[config.mk]
export PLATFORM = sky130hd
export DESIGN_NAME = store_rmw
export DESIGN_NICKNAME = d
export VERILOG_FILES = /design/src/rtl/mem_pkg.sv /design/src/rtl/store_lane_merge.sv /design/src/rtl/store_rmw.sv
export SDC_FILE = /design/constraint.sdc
export NUM_CORES = 1
export LEC_CHECK = 0
export ABC_AREA = 1
export CAP_MARGIN = 10
export CORE_ASPECT_RATIO = 0.8
export CORE_MARGIN = 4
export CORE_UTILIZATION = 35
export CTS_BUF_LIST = sky130_fd_sc_hd__clkbuf_4
export CTS_CLUSTER_DIAMETER = 200
export CTS_CLUSTER_SIZE = 14
export DETAILED_ROUTE_END_ITERATION = 6
export HOLD_SLACK_MARGIN = 0.08
export SYNTH_ARGS = -nofsm -noshare
export SYNTH_HDL_FRONTEND = slang
export SYNTH_SLANG_ARGS = --single-unit
[constraint.sdc]
create_clock -name clk -period 2.4 [get_ports clk]
set_clock_uncertainty 0.1 [all_clocks]
set_input_delay 0.48 -clock clk [delete_from_list [all_inputs] [get_ports clk]]
set_output_delay 0.48 -clock clk [all_outputs]
set_load 0.01 [all_outputs]
[src/rtl/mem_pkg.sv]
// Shared memory-access definitions: store/load size codes, the store
// formatter state encoding, and the alignment rule for a sized access.
package mem_pkg;

  localparam logic [1:0] SZ_BYTE = 2'b00;
  localparam logic [1:0] SZ_HALF = 2'b01;
  localparam logic [1:0] SZ_WORD = 2'b10;
  localparam logic [1:0] SZ_RSVD = 2'b11;

  typedef enum logic [2:0] {
    ST_IDLE  = 3'd0,
    ST_READ  = 3'd1,
    ST_WRITE = 3'd2,
    ST_DONE  = 3'd3,
    ST_ERR   = 3'd4
  } store_state_e;

  // A request is unusable when the size is reserved or the address does
  // not sit on a boundary of the access size.
  function automatic logic misaligned(input logic [1:0] size, input logic [1:0] lane);
    logic bad;
    bad = 1'b0;
    case (size)
      SZ_BYTE: bad = 1'b0;
      SZ_HALF: bad = lane[0];
      SZ_WORD: bad = (lane != 2'b00);
      default: bad = 1'b1;
    endcase
    return bad;
  endfunction

endpackage

[src/rtl/store_lane_merge.sv]
// Combinational little-endian lane merge: drops the low byte or halfword
// of the source register into its lane of the old memory word.
module store_lane_merge
  import mem_pkg::*;
(
  input  logic [31:0] i_old,
  input  logic [31:0] i_data,
  input  logic [1:0]  i_lane,
  input  logic [1:0]  i_size,
  output logic [31:0] o_merged
);

  // Start from the old word and overwrite only the addressed lane(s).
  always_comb begin
    o_merged = i_old;
    case (i_size)
      SZ_BYTE: begin
        case (i_lane)
          2'd0:    o_merged[7:0]   = i_data[7:0];
          2'd1:    o_merged[15:8]  = i_data[7:0];
          2'd2:    o_merged[23:16] = i_data[7:0];
          default: o_merged[31:24] = i_data[7:0];
        endcase
      end
      SZ_HALF: begin
        if (i_lane[1]) o_merged[31:16] = i_data[15:0];
        else           o_merged[15:0]  = i_data[15:0];
      end
      SZ_WORD: o_merged = i_data;
      default: o_merged = i_old;
    endcase
  end

endmodule

[src/rtl/store_rmw.sv]
// Store-side memory formatter: word stores go straight to a write, byte and
// halfword stores read the containing word, merge, and write it back.
// Misaligned or reserved-size requests are rejected without touching memory.
module store_rmw
  import mem_pkg::*;
#(
  parameter int AWIDTH = 32,
  parameter int DWIDTH = 32
) (
  input  logic              clk,
  input  logic              rst,
  input  logic              iStart,
  input  logic [AWIDTH-1:0] iAddr,
  input  logic [DWIDTH-1:0] iData,
  input  logic [1:0]        iSize,
  output logic              oBusy,
  output logic              oDone,
  output logic              oAlignErr,
  output logic [AWIDTH-1:0] oMemAddr,
  output logic [DWIDTH-1:0] oMemWData,
  output logic              oMemRe,
  output logic              oMemWe,
  input  logic [DWIDTH-1:0] iMemRData,
  input  logic              iMemReady
);

  store_state_e      r_state;
  logic [AWIDTH-1:0] r_addr;
  logic [DWIDTH-1:0] r_wdata;
  logic [DWIDTH-1:0] r_data;
  logic [1:0]        r_size;
  logic [1:0]        r_lane;
  logic [DWIDTH-1:0] w_merged;
  logic              w_misaligned;

  assign w_misaligned = misaligned(iSize, iAddr[1:0]);

  store_lane_merge u_merge (
    .i_old    (iMemRData),
    .i_data   (r_data),
    .i_lane   (r_lane),
    .i_size   (r_size),
    .o_merged (w_merged)
  );

  // Request sequencing; address and write word are only loaded on accept
  // and on read completion, so they stay stable across READ/WRITE stalls.
  always_ff @(posedge clk) begin
    if (rst) begin
      r_state <= ST_IDLE;
      r_addr  <= '0;
      r_wdata <= '0;
      r_data  <= '0;
      r_size  <= SZ_BYTE;
      r_lane  <= 2'b00;
    end else begin
      case (r_state)
        ST_IDLE: begin
          if (iStart) begin
            r_addr <= {iAddr[AWIDTH-1:2], 2'b00};
            r_data <= iData;
            r_size <= iSize;
            r_lane <= iAddr[1:0];
            if (w_misaligned) begin
              r_state <= ST_ERR;
            end else if (iSize == SZ_WORD) begin
              r_wdata <= iData;
              r_state <= ST_WRITE;
            end else begin
              r_state <= ST_READ;
            end
          end
        end
        ST_READ: begin
          if (iMemReady) begin
            r_wdata <= w_merged;
            r_state <= ST_WRITE;
          end
        end
        ST_WRITE: begin
          if (iMemReady) r_state <= ST_DONE;
        end
        ST_DONE: r_state <= ST_IDLE;
        ST_ERR:  r_state <= ST_IDLE;
        default: r_state <= ST_IDLE;
      endcase
    end
  end

  // Strobes are pure decodes of the state register, so they cannot glitch
  // and Re/We are mutually exclusive by construction.
  assign oBusy     = (r_state != ST_IDLE);
  assign oDone     = (r_state == ST_DONE);
  assign oAlignErr = (r_state == ST_ERR);
  assign oMemRe    = (r_state == ST_READ);
  assign oMemWe    = (r_state == ST_WRITE);
  assign oMemAddr  = r_addr;
  assign oMemWData = r_wdata;

endmodule
Yosys cells after proc, flatten, opt, wreduce, memory -nomap -nowiden --
Index checks and enable logic that the tools add are counted.
Word-level totals: input bits 102, register bits after elaboration 101, output and inout bits 69
Operators by class: muxes and demuxes 19, equal/unequal tests 15, reductions and logical operators 11
Operators by type and width (number):
- 2-to-1 mux 32 bit | 4
- case mux 32 bit (3 select lines) | 1
- case mux 32 bit (2 select lines) | 1
- 2-to-1 mux 16 bit | 2
- 2-to-1 mux 8 bit | 4
- 2-to-1 mux 3 bit | 4
- case mux 3 bit (3 select lines) | 1
- == test 2 x 1 -> 1 bit (second input constant) | 3
- == test 2 bit (second input constant) | 3
- == test 3 x 2 -> 1 bit (second input constant) | 2
- logical NOT 2 bit | 3
- != test 2 bit (second input constant) | 3
- AND reduction 5 bit | 1
- != test 2 x 1 -> 1 bit (second input constant) | 2
- nonzero test 2 bit | 2
- == test 3 x 1 -> 1 bit (second input constant) | 1
- == test 3 bit (second input constant) | 1
- logical NOT 3 bit | 1
- case mux 1 bit (3 select lines) | 1
- AND reduction 3 bit | 1
- nonzero test 3 bit | 1
- OR reduction 3 bit | 1
- 2-to-1 mux 2 bit | 1
- AND reduction 2 bit | 1

Depth between registers and ports, before layout --
depth after elaboration 6, depth in mapped cells 12, depth with buffers taken out 10

Modules after synthesis --
From an unflattened synthesis, not the netlist that was laid out.
Unflattened totals: cells, all modules 925, area, all modules 5492.8 um^2
Modules (own cells, without submodules):
- store_rmw | instances 1, cells an instance 644, area an instance 4287.9 um^2
- store_lane_merge | instances 1, cells an instance 281, area an instance 1204.9 um^2

Worst setup path before layout --
No wires, ideal clock.
path type input port to flip-flop, start input iSize[0], end register r_wdata[18] (netlist: oMemWData[18]), stages 9, library setup time 113 ps, slack 841 ps, arrival time 1346 ps, cell sequence inv_1 nand4_1 nor2_1 nor2_1 nor2_1 clkbuf_1 nand2_1 nand2_1 nor2_1
On the way: longest elaborated chain between the ends 4, elaborated cells between the ends (all ways) 7
RTL lines:
- start, declared | RTL line store_rmw.sv:15 | input logic [1:0] iSize,
- == test 2 bit (tied with other cells) | RTL line mem_pkg.sv:23, store_rmw.sv:66
- case mux 1 bit (3 select lines) | RTL line mem_pkg.sv:23 | case (size)
- != test 2 bit (no source line)
- AND reduction 5 bit (no source line) *
- end signal, assigned | RTL line store_rmw.sv:67 | r_wdata <= iData;
- end signal, assigned | RTL line store_rmw.sv:76 | r_wdata <= w_merged;
- end, declared | RTL line store_rmw.sv:29 | logic [DWIDTH-1:0] r_wdata;
Mark *: on every way between the ends. The rest lies on a longest branch, timed or not. A chain may end at the register's enable or synchronous reset.

Worst setup path after layout --
start register r_state[1], end output oBusy
On the way: longest elaborated chain between the ends 1
RTL lines:
- start, declared | RTL line store_rmw.sv:27 | store_state_e r_state;
- start signal, assigned | RTL line store_rmw.sv:50 | r_state <= ST_IDLE;
- start signal, assigned | RTL line store_rmw.sv:65 | r_state <= ST_ERR;
- start signal, assigned | RTL line store_rmw.sv:68 | r_state <= ST_WRITE;
- nonzero test 3 bit | RTL line store_rmw.sv:92 | assign oBusy = (r_state != ST_IDLE);
- end, declared | RTL line store_rmw.sv:16 | output logic oBusy,
No other way between the ends.

==> results_dict.tcl <==
set metrics [dict create \
    status "completed" \
    met1_usage 0.2934 \
    worstPathMaxFanout 6 \
    antenna_cells 0 \
    critPathCaptureType "primary output" \
    drt-initial-drc-count 424 \
    die_h_um 118.8 \
    top_usage_layer "met2" \
    initial_core_util 0.3579 \
    period_needed_ps 2262 \
    maxCapViolCount 0 \
    critPathKind "reg -> out" \
    timing.final.crit_share 0.9424 \
    synth_compound_area_frac 0.09406 \
    layout_common_cells "nand2_1 (327), clkdlybuf4s50_1 (164), nor2_1 (107), dfxtp_1 (101), nand3_1 (90)" \
    required_ps 1820 \
    synthDistinctLibCells 27 \
    first_pass_iters 5 \
    synthAdderAreaFrac 0 \
    rrSetupSlack_ps 400 \
    cts_tree "done" \
    crit_start "r_state[1]" \
    nNetsFinal 1131 \
    syn_area_sq_um 5374 \
    finalHoldViolCount 0 \
    htreeDepth 3 \
    hold_buffers 0 \
    hold_class "in -> reg" \
    layout_commonest_cell "nand2_1" \
    worstSetupStartpointType "flip-flop" \
    wl_per_cell_um 14.93 \
    clk_latency_ps 490 \
    ios 171 \
    fillers 1569 \
    cts_buffers 9 \
    drcViolationCount 0 \
    syn_inst 882 \
    yosys_warnings 0 \
    grt_use_met3 0.06999 \
    cts_buffer_depth 2 \
    grt_use_total 0.2088 \
    ant_nets 0 \
    gp_congestion 0.9238 \
    rsz0062_at_grt "false" \
    grt_pass1_wl_um 29510 \
    regToRegStartpoint "r_lane[0]" \
    powerDensity_nw_per_um2 796.6 \
    ys_seq_area_frac 0.3763 \
    num_rows 40 \
    synthXorXnorAreaFrac 0 \
    cts_root_buf "clkbuf_4" \
    first_global_vias 5576 \
    antenna_found_initial 1 \
    core_area_sq_um 15010 \
    syn_avg_cell_area_sq_um 6.093 \
    fp.dieArea_sq_um 17410 \
    yosys_register_bits 101 \
    ff2ff_path_depth 10 \
    fmax_ghz 0.4421 \
    synth_mux_area_frac 0 \
    dp_hpwl_um 12980 \
    grt_max_degree 57 \
    irDropWorstVdd_mv 0.4168 \
    drive_gt1_frac 0.08511 \
    maxSlewViolCount 0 \
    place_area_sq_um 7216 \
    timing.rr.end "oMemWData[13]" \
    relSlewSlack 0.4412 \
    cts_setup_buffers 0 \
    leakagePower_nw 3.197 \
    vias 5862 \
    wl_um 18260 \
    setup_viol 0 \
    numPortBuffers 168 \
    synth_top_family_by_area "simple AND/OR/NAND/NOR gates" \
    crit_arrival_ps 1680 \
    fin_area_sq_um 7383 \
    area_growth_pct 37.39 \
    fin_setup_tns_ps 0 \
    critPathCapture "oBusy" \
    vias_per_cell 4.793 \
    use_met2 0.3166 \
    yosys.area_share.simple 0.4461 \
    die_x_um 146.5 \
    tightest_slew_ps 833.0 \
    cts_sinks 101 \
    path_clk_slew_ps 160 \
    grt_overflow 0 \
]
## flip-flops by register name, summed over array words and instances (netlist names)
name,count
r_state,3
r_data,32
oMemWData,32
r_size,2
r_lane,2
oMemAddr,30
## area by class of cell
cell class                      instances  area (sq um)  area share
Multi-Input combinational cell        676          2925      0.3962
Sequential cell                       101          2022      0.2739
Timing Repair Buffer                  189          1843      0.2496
Tap cell                              189         236.5     0.03203
Inverter                               52         195.2     0.02644
Clock inverter                          6         86.33     0.01169
Clock buffer                           10         75.07     0.01017
## logic make-up (layout without fill, tap and decap cells)
family	after synthesis	in the layout
AO/OA/AOI/OAI	99	99
flip-flops	101	101
AND/OR/NAND/NOR	575	575
buffers and inverters	106	257
other	1	2
## per-stage QoR
stage	std cells	total power, mW	setup WS (ps)	hold WS [ps]	util
floorplan	883	3.765	841.2	337.0	-
global placement	1207	4.858	278.8	349.4	0.4806
detailed placement	1207	4.859	232.7	352.3	0.4806
global route	1223	6.323	5.524	190.7	0.4918
CTS	1223	5.930	48.46	186.9	0.4913
finish	1223	5.882	138.3	214.9	0.4918
## worst min-delay path by stage
stage,startpoint,slack [ps],to,cells past startpoint
2_1_floorplan,r_data[6],340,r_data[6],2
3_3_place_gp,oMemAddr[27],350,oMemAddr[27],2
3_5_place_dp,oMemAddr[14],350,oMemAddr[14],2
4_1_cts,iStart,190,oMemAddr[8],3
5_1_grt,iStart,190,oMemAddr[7],3
6_report,iStart,210,oMemAddr[7],3
## report_power, final
group	total [mW]	switching, mW	internal [mW]
registers	2.19	0.219	1.97
logic	2.63	1.54	1.09
clock network	1.06	0.622	0.435
## critical path: stages, from the launching register on
cell and delay, ps:
dfxtp_1 410, inv_2 60, nand3_2 150, clkdlybuf4s50_1 570
## routing by layer
metal / wire [um] / up-vias
met3: 1430 / 13
li1: - / 3058
met5: 12 / -
met2: 7757 / 157
met1: 8915 / 2632
met4: 139 / 2
## cells in the mapped netlist, drive strengths merged
master	instances	area (sq um)
nand2	330	1249
nor2	120	480.5
dfxtp	101	2022
nand3	92	465.5
a21oi	79	395.4
inv	51	191.4
buf	28	152.6
clkbuf	26	97.59
or2	24	150.1
o21ai	17	88.84
nand4	6	37.54
nor3	3	15.01
a31oi	1	6.260
clkinv	1	3.750
conb	1	3.750
o21bai	1	7.510
o31ai	1	7.510
## timing repair
action	4_1_cts	5_1_grt
gates cloned	0	0
gates resized for setup	2	3
setup endpoints to repair	1	2
(Power assumes the default switching activity.)
